[src/rtl/rvv_backend_dispatch_sb_ctrl_pkg.sv]
`default_nettype none
// ============================================================================
// Module  : rvv_backend_dispatch_sb_ctrl_pkg
// Brief   : Shared dispatch types and constants for the vreg write scoreboard.
// Rev     : 1.0
// ============================================================================
`ifndef V0_INDEX
`define V0_INDEX 5'd0
`endif

package rvv_backend_dispatch_sb_ctrl_pkg;

   localparam int NUM_VREG   = 32;
   localparam int VREG_IDX_W = 5;
   localparam logic [VREG_IDX_W-1:0] V0_IDX = `V0_INDEX;

   typedef struct packed {
      logic [VREG_IDX_W-1:0] vs1_index;
      logic [VREG_IDX_W-1:0] vs2_index;
      logic [VREG_IDX_W-1:0] vd_index;
      logic                  vs1_valid;
      logic                  vs2_valid;
      logic                  vs3_valid;
      logic                  vm;
      logic                  vd_valid;
   } SB_UOP_t;

endpackage
`default_nettype wire

[src/rtl/rvv_backend_dispatch_sb_cnt.sv]
`default_nettype none
// ============================================================================
// Module  : rvv_backend_dispatch_sb_cnt
// Brief   : Pending-writer counter for one vreg. RVV_SB_RETIRE_BYPASS_EN makes
//           the hazard-facing count subtract same-cycle retires.
// Rev     : 1.0
// ============================================================================
module rvv_backend_dispatch_sb_cnt #(
   parameter int CNT_W = 3,
   parameter int INC_W = 2,
   parameter int DEC_W = 3
) (
   input  logic             clk,
   input  logic             rst,
   input  logic             i_flush,
   input  logic [INC_W-1:0] i_inc,
   input  logic [DEC_W-1:0] i_dec,
   output logic [CNT_W-1:0] o_cnt_eff,
   output logic             o_busy,
   output logic             o_pending,
   output logic             o_underflow
);

   localparam int SUM_W = CNT_W + INC_W + DEC_W;
   localparam logic [SUM_W-1:0] MAX_CNT = SUM_W'((1 << CNT_W) - 1);

   logic [CNT_W-1:0] r_cnt;
   logic [SUM_W-1:0] w_up;
   logic [SUM_W-1:0] w_dn;
   logic [SUM_W-1:0] w_net;
   logic             w_under;

   assign w_up    = SUM_W'(r_cnt) + SUM_W'(i_inc);
   assign w_dn    = SUM_W'(i_dec);
   assign w_under = (w_dn > w_up);
   assign w_net   = w_under ? '0 : (w_up - w_dn);

   assign o_underflow = ~i_flush & w_under;

   // The dispatch gate never lets the count exceed MAX; the clamp is a backstop.
   always_ff @(posedge clk or posedge rst) begin
      if (rst) begin
         r_cnt <= '0;
      end else if (i_flush) begin
         r_cnt <= '0;
      end else if (w_net > MAX_CNT) begin
         r_cnt <= '1;
      end else begin
         r_cnt <= CNT_W'(w_net);
      end
   end

`ifdef RVV_SB_RETIRE_BYPASS_EN
   assign o_cnt_eff = (w_dn >= SUM_W'(r_cnt)) ? '0 : CNT_W'(SUM_W'(r_cnt) - w_dn);
`else
   assign o_cnt_eff = r_cnt;
`endif

   assign o_busy    = |o_cnt_eff;
   assign o_pending = |r_cnt;

endmodule
`default_nettype wire

[src/rtl/rvv_backend_dispatch_sb_ctrl.sv]
`default_nettype none
// ============================================================================
// Module  : rvv_backend_dispatch_sb_ctrl
// Brief   : Vreg write scoreboard and in-order dispatch gate. Optional
//           same-cycle retire release via RVV_SB_RETIRE_BYPASS_EN.
// Rev     : 1.0
// ============================================================================
module rvv_backend_dispatch_sb_ctrl
   import rvv_backend_dispatch_sb_ctrl_pkg::*;
#(
   parameter int DISP_NUM   = 2,
   parameter int RETIRE_NUM = 4,
   parameter int CNT_W      = 3
) (
   input  logic                                   clk,
   input  logic                                   rst,
   input  logic                                   i_flush,
   input  logic [DISP_NUM-1:0]                    i_disp_valid,
   input  SB_UOP_t [DISP_NUM-1:0]                 i_disp_uop,
   output logic [DISP_NUM-1:0]                    o_disp_ready,
   input  logic [RETIRE_NUM-1:0]                  i_retire_valid,
   input  logic [RETIRE_NUM-1:0][VREG_IDX_W-1:0]  i_retire_vd_index,
   output logic [NUM_VREG-1:0]                    o_pending_mask,
   output logic                                   o_sb_err
);

   localparam int INC_W = $clog2(DISP_NUM + 1);
   localparam int DEC_W = $clog2(RETIRE_NUM + 1);
   localparam int SAT_W = CNT_W + INC_W;
   localparam logic [SAT_W-1:0] MAX_CNT = SAT_W'((1 << CNT_W) - 1);

   logic [CNT_W-1:0]    w_cnt_eff [NUM_VREG];
   logic [INC_W-1:0]    w_inc     [NUM_VREG];
   logic [DEC_W-1:0]    w_dec     [NUM_VREG];
   logic [NUM_VREG-1:0] w_busy;
   logic [NUM_VREG-1:0] w_underflow;
   logic [DISP_NUM-1:0] w_accept;
   logic                r_sb_err;

   function automatic logic reads_vreg(input SB_UOP_t u, input logic [VREG_IDX_W-1:0] r);
      return (u.vs1_valid && (u.vs1_index == r)) ||
             (u.vs2_valid && (u.vs2_index == r)) ||
             (u.vs3_valid && (u.vd_index  == r)) ||
             (!u.vm       && (r == V0_IDX));
   endfunction

   always_comb begin
      logic             w_haz;
      logic             w_sat;
      logic             w_prev;
      logic [INC_W-1:0] w_older;
      o_disp_ready = '0;
      w_prev       = 1'b1;
      for (int i = 0; i < DISP_NUM; i++) begin
         w_haz   = (i_disp_uop[i].vs1_valid & w_busy[i_disp_uop[i].vs1_index]) |
                   (i_disp_uop[i].vs2_valid & w_busy[i_disp_uop[i].vs2_index]) |
                   (i_disp_uop[i].vs3_valid & w_busy[i_disp_uop[i].vd_index])  |
                   (~i_disp_uop[i].vm       & w_busy[V0_IDX]);
         w_older = '0;
         // Older writers in the same group are not yet in the counters.
         for (int j = 0; j < i; j++) begin
            if (i_disp_valid[j] && i_disp_uop[j].vd_valid) begin
               if (reads_vreg(i_disp_uop[i], i_disp_uop[j].vd_index)) begin
                  w_haz = 1'b1;
               end
               if (i_disp_uop[j].vd_index == i_disp_uop[i].vd_index) begin
                  w_older = w_older + INC_W'(1);
               end
            end
         end
         w_sat = i_disp_uop[i].vd_valid &
                 ((SAT_W'(w_cnt_eff[i_disp_uop[i].vd_index]) + SAT_W'(w_older)) >= MAX_CNT);
         o_disp_ready[i] = ~i_flush & ~w_haz & ~w_sat & w_prev;
         w_prev          = o_disp_ready[i];
      end
   end

   assign w_accept = i_disp_valid & o_disp_ready;

   always_comb begin
      for (int r = 0; r < NUM_VREG; r++) begin
         w_inc[r] = '0;
         w_dec[r] = '0;
         for (int i = 0; i < DISP_NUM; i++) begin
            if (w_accept[i] && i_disp_uop[i].vd_valid &&
                (i_disp_uop[i].vd_index == VREG_IDX_W'(r))) begin
               w_inc[r] = w_inc[r] + INC_W'(1);
            end
         end
         for (int k = 0; k < RETIRE_NUM; k++) begin
            if (!i_flush && i_retire_valid[k] &&
                (i_retire_vd_index[k] == VREG_IDX_W'(r))) begin
               w_dec[r] = w_dec[r] + DEC_W'(1);
            end
         end
      end
   end

   for (genvar r = 0; r < NUM_VREG; r++) begin : g_cnt
      rvv_backend_dispatch_sb_cnt #(
         .CNT_W (CNT_W),
         .INC_W (INC_W),
         .DEC_W (DEC_W)
      ) u_cnt (
         .clk         (clk),
         .rst         (rst),
         .i_flush     (i_flush),
         .i_inc       (w_inc[r]),
         .i_dec       (w_dec[r]),
         .o_cnt_eff   (w_cnt_eff[r]),
         .o_busy      (w_busy[r]),
         .o_pending   (o_pending_mask[r]),
         .o_underflow (w_underflow[r])
      );
   end

   always_ff @(posedge clk or posedge rst) begin
      if (rst) begin
         r_sb_err <= 1'b0;
      end else if (|w_underflow) begin
         r_sb_err <= 1'b1;
      end
   end

   assign o_sb_err = r_sb_err;

endmodule
`default_nettype wire

[config.mk]
export PLATFORM = sky130hd
export DESIGN_NAME = rvv_backend_dispatch_sb_ctrl
export DESIGN_NICKNAME = d
export VERILOG_FILES = /design/src/rtl/rvv_backend_dispatch_sb_ctrl_pkg.sv /design/src/rtl/rvv_backend_dispatch_sb_cnt.sv /design/src/rtl/rvv_backend_dispatch_sb_ctrl.sv
export SDC_FILE = /design/constraint.sdc
export NUM_CORES = 1
export LEC_CHECK = 0
export ABC_AREA = 1
export CORE_MARGIN = 8
export CORE_UTILIZATION = 46
export CTS_BUF_LIST = sky130_fd_sc_hd__clkbuf_16
export CTS_CLUSTER_DIAMETER = 100
export DETAILED_ROUTE_END_ITERATION = 10
export GPL_TIMING_DRIVEN = 0
export HOLD_SLACK_MARGIN = 0.05
export SYNTH_ARGS = -nofsm -noshare
export SYNTH_HDL_FRONTEND = slang
export SYNTH_SLANG_ARGS = --single-unit
[constraint.sdc]
create_clock -name clk -period 6.35 [get_ports clk]
set_input_delay 1.905 -clock clk [delete_from_list [all_inputs] [get_ports clk]]
set_output_delay 1.905 -clock clk [all_outputs]
set_load 0.03 [all_outputs]
# Yosys cells after proc, flatten, opt, wreduce, memory -nomap -nowiden

Cells that the tools add are included.

Multiply operators: 0
Divide/modulo/power cells: 0
Add/sub/neg operators: 193
Bitwise logic cells: 63
Shift-type cells: 0
$lt $le $gt $ge: 74
Equal/unequal tests: 190
Reduce and logical (&&, ||, !) cells: 247
Multiplexer cells: 310

Operator list:

| kind                | count |
|---|---|
| $mux 3              | 164 |
| $eq 5x5->1 const B  | 96 |
| $add 3x1->3 const B | 96 |
| $gt 3x8->1          | 32 |
| $gt 8x3->1 const B  | 32 |
| $mux 8              | 32 |
| $sub 8x3->8         | 32 |
| $eq 5x4->1 const B  | 48 |
| $logic_and 1x1->1   | 203 |
| $add 3x2->4         | 33 |
| $eq 5x3->1 const B  | 24 |
| $reduce_or 3->1     | 32 |
| $mux 1              | 74 |
| $add 2x1->2 const B | 32 |
| $mux 2              | 32 |
| $eq 5x2->1 const B  | 12 |
| $and 1x1->1         | 47 |
| $lt 5x6->1 const B  | 6 |
| $reduce_or 32->1    | 1 |
| $bmux 1 s5          | 6 |
| $bmux 3 s5          | 2 |
| $eq 5x1->1 const B  | 6 |
| $logic_not 5->1     | 6 |
| $eq 5x5->1          | 4 |
| 9 further kinds     | 25 |

Word-level logic and storage cells: 1110
Latch bits: 0
Memory bits (writable): 0
Output and inout bits: 35
Memories kept: 0
ROM bits: 0
Bits in registers: 97

# Longest topological paths before layout

Word-level depth: 25
Mapped depth: 33
Gate-level depth less buffers: 31

# Modules after synthesis

A second synthesis with hierarchy kept.

Cell total of the unflattened synthesis: 3485
Area total of the unflattened synthesis: 21541.9 µm²

By module, submodules not included:

| module                       | area an instance (µm²) | cells an instance | instances |
|---|---|---|---|
| rvv_backend_dispatch_sb_cnt  | 359.1                  | 47                | 32 |
| rvv_backend_dispatch_sb_ctrl | 10050.9                | 1981              | 1 |

# Worst setup path after synthesis

No wires, ideal clock.

Path type: input to register
Start point: input port i_disp_uop[26] in the netlist's numbering
End point: register r_sb_err, in the netlist o_sb_err
Stages on the path: 30
Slack: -0.312 ns
Data arrival time: 6.544 ns
Data required time: 6.232 ns
Path through: buf_2 nor2_1 buf_2 buf_1 a22oi_1 a21oi_1 nor4_1 a21oi_1 ha_1 ha_1 nand2_1 inv_1 nand3_1 a21oi_1 nor2_1 nand3_1 buf_2 nor2_1 ha_1 ha_1 fa_1 inv_1 fa_1 nor2_1 nor2_1 a21oi_1 nand3_1 nor3_1 nand4_1 a21o_1

Cells in the longest elaborated chain, start to end: 19

RTL lines:

| item                                                                 | RTL line                            | RTL |
|---|---|---|
| from (decl)                                                          | rvv_backend_dispatch_sb_ctrl.sv:19  | `input SB_UOP_t [DISP_NUM-1:0] i_disp_uop,` |
| parallel branches: the longest is 18 deep, another holds $add 3x2->4 | --                                  |  |
| $reduce_or 32->1 (*)                                                 | rvv_backend_dispatch_sb_ctrl.sv:120 | `end else if (\|w_underflow) begin` |
| to (signal assigned)                                                 | rvv_backend_dispatch_sb_ctrl.sv:119 | `r_sb_err <= 1'b0;` |
| to (signal assigned)                                                 | rvv_backend_dispatch_sb_ctrl.sv:121 | `r_sb_err <= 1'b1;` |
| to (decl)                                                            | rvv_backend_dispatch_sb_ctrl.sv:38  | `logic r_sb_err;` |

Every way passes the cells marked *. The select of a mux whose other input is x is not followed.
A chain may end at the register's enable or synchronous reset.

# Worst setup path in the final report

Start point: input port i_disp_uop[25] in the netlist's numbering
End point: register r_sb_err, in the netlist o_sb_err

Same word-level chain as after synthesis.

==> results.cfg <==
[status]
status = finished with violations
violations = setup timing

[setup_path]
crit_family = simple AND/OR/NAND/NOR gates
start_kind = primary input
cp_slowest_cell = fa_2
crit_top_cell = ha_4
required_ps = 6630
path_max_fanout = 10
slowest_delay_ps = 480
end_kind = flip-flop
critPathBufInv = 8
cp.arrival_ps = 7370
worst-r2r-setup-slack_ps = 590
crit_type = primary input to flip-flop

[synth]
synth_cells = 3454
synth_ff_type = dfrtp_1
synth_warnings = 0
ys_top_cells_by_area = ha_1 19%, inv_1 14%, nand2_1 13%, dfrtp_1 12%, nor2_1 9.7%
avgSynthCellArea_sq_um = 6.06
ys_ff_latch = 97
synthArstFlopShare_pct = 100
seq_area_frac_synth_pct = 11.6
synth_cell_types = 37
syn_area_sq_mm = 0.0209
synth_nets = 3909
synth_edf_count = 0
synth_top_area_share_pct = 19.2
synth_top_cell_by_area = ha_1

[cts]
clk_latency_ps = 390
cts_max_level = 3
ctsHoldBuffers = 0
cts_buffers = 9
cts_root_buf = clkbuf_16
clk_path_buf_depth = 2
clk_pin_slew_ps = 80
cts_tree = yes
cts.sinks = 97

[sta]
fmax_mhz = 141
clock_skew_ps = 10.8
setup_ws_ps = -731
setup_tns_ps = -40180
period_share_pct = 112
hold_viol_final = 0
period_needed_ps = 7080
setup_violations = 98
rsz0062_at_grt = true
relSlewSlack_pct = 29.1
slew_viol_final = 0
hold_slack_ps = 507
max_slew.worst_pin.slew_ps = 1050

[finish]
diodes = 0
synthToLayoutAreaGrowth_pct = 29.1
fin_nets = 4158
fin_util_pct = 59.8
drive_gt1_share_pct = 19.1

[power_and_ir_drop]
p_leak_uw = 0.0130
swShare_pct = 55.3
p_per_area_mw_per_mm2 = 308
p_comb_share_pct = 75.9
clkPwrFrac_pct = 7.2
internal-power_uw = 3720
ir_worst_vdd_v = 0.000218
p_seq_share_pct = 16.9
total_power_uw = 8330
p_switching_uw = 4610

[grt]
grt_max_degree = 68
grt_pass1_vias = 23036
antenna_found_initial = 0
overflow = 0
grt_use_total_pct = 34.6
grt_pass1_wl_mm = 138

[drt]
route.detailed.drc = 0
via_per_inst = 5.49
final_antenna_net_count = 0
routedWlPerCell_um = 22.2
dr.pass1.iters = 6
vias = 23654
totalWireLength_mm = 95.7
initialDrtViolationCount = 2334

[placed_design]
gp_congestion = 1.08
port_buffers = 91
dp_hpwl_mm = 74.2

[floorplanning]
die_y_um = 229
initial_core_util_pct = 46.3
design.die.area_sq_mm = 0.0526
dieWidth_um = 229
fp-row-count = 78
io_pins = 104
core_area_sq_mm = 0.0452

[hold_path]
holdCritPathClass = flip-flop to flip-flop

[run]
maxCapViolations = 0
[synthesized netlist by cell type (3+ instances only)]
master / instances
inv_1: 773
nand3b_1: 31
xnor2_1: 76
fa_1: 64
nand2_1: 738
clkbuf_1: 32
o211ai_1: 3
o21ai_0: 169
or2_2: 32
nand3_1: 229
nor3_1: 17
nor2_2: 3
buf_2: 26
xor2_1: 60
nor2_1: 543
o22ai_1: 9
a21oi_1: 90
buf_4: 38
o221ai_1: 3
dfrtp_1: 97
nor4_1: 5
a211oi_1: 42
nand4_1: 12
a22oi_1: 13
buf_1: 5
clkinv_1: 5
ha_1: 322
inv_2: 3
[per-stage QoR]
stage / worst slack [ps] / instances / cell area, sq um
after global placement: -2870 / 4145 / 22700
final: -731 / 4308 / 27000
after detailed placement: -2870 / 4146 / 22800
after global routing: -827 / 4308 / 27000
after floorplan: 1.58 / 3454 / 21100
after CTS: -640 / 4257 / 25400
[worst paths after layout]
check,from,to,cells after the start
max,i_disp_uop[25],o_sb_err,32
min,o_sb_err,o_sb_err,1
max reg2reg,g_cnt[22].u_cnt.o_cnt_eff[1],o_sb_err,28
min reg2reg,o_sb_err,o_sb_err,1
max in group asynchronous,rst,g_cnt[11].u_cnt.o_cnt_eff[1],3
min in group asynchronous,rst,g_cnt[3].u_cnt.o_cnt_eff[2],2
[layout by cell type, fill, tap and decap left out, types with 83 or more instances in the layout]
cell type	count
dfrtp_1	97
ha_1	231
nand2_1	696
buf_4	136
clkdlybuf4s50_1	85
o21ai_1	89
ha_4	83
nor2_1	460
nand3_1	225
inv_1	732
[registers in the layout (all words and copies together) (netlist names)]
signal	flops
g_cnt.u_cnt.o_cnt_eff	96
o_sb_err	1
[layer usage]
metal	global-route usage, %	vias to the layer above	part of all wire [%]
met4	24.5	0	8.5
met1	41.9	11047	39
met5	0	-	0
met2	55.7	1172	44
li1	-	11050	-
met3	5.45	385	7.8
[cell type report]
type                       count  area, sq um
sequential                    97         2430
clock inverter                 7         68.8
multi-input combinational   2474        17500
clock buffer                   9          225
inverter                     781         2970
tap                          600          751
buffer                       102          766
fill                        4204        18200
timing repair buffer         238         2300
[power by group through the flow]
stage | registers, uW | logic [uW] | clock network (uW)
floorplan | 1120 | 3200 | 0
global placement | 1320 | 4630 | 0
detailed placement | 1320 | 4800 | 0
CTS | 1350 | 5560 | 603
global route | 1420 | 6820 | 620
finish | 1410 | 6320 | 597
[worst reg2reg max path: cells and delay by family (launching register included)]
family,cells,cell delay [ps]
simple gates,18,3070
buf+inv,5,740
flops,1,430
fa+ha+maj,4,1220
compound gates,1,180
[kinds of logic (layout without fill, tap and decap cells)]
group	after synthesis	in the layout	synth area share, %
xor+xnor	136	136	5.69
buf+inv	883	1137	16.7
simple gates	1617	1617	31.8
fa+ha+maj	386	386	25.4
flops	97	97	11.6
compound gates	335	335	8.90
[timing repair]
item	CTS	global route
resized for setup	477	257
cloned	1	1
pin swaps	161	237
buffers inserted	96	57
setup endpoints to repair	99	99
No activity file was read; power rests on OpenSTA's default activity.
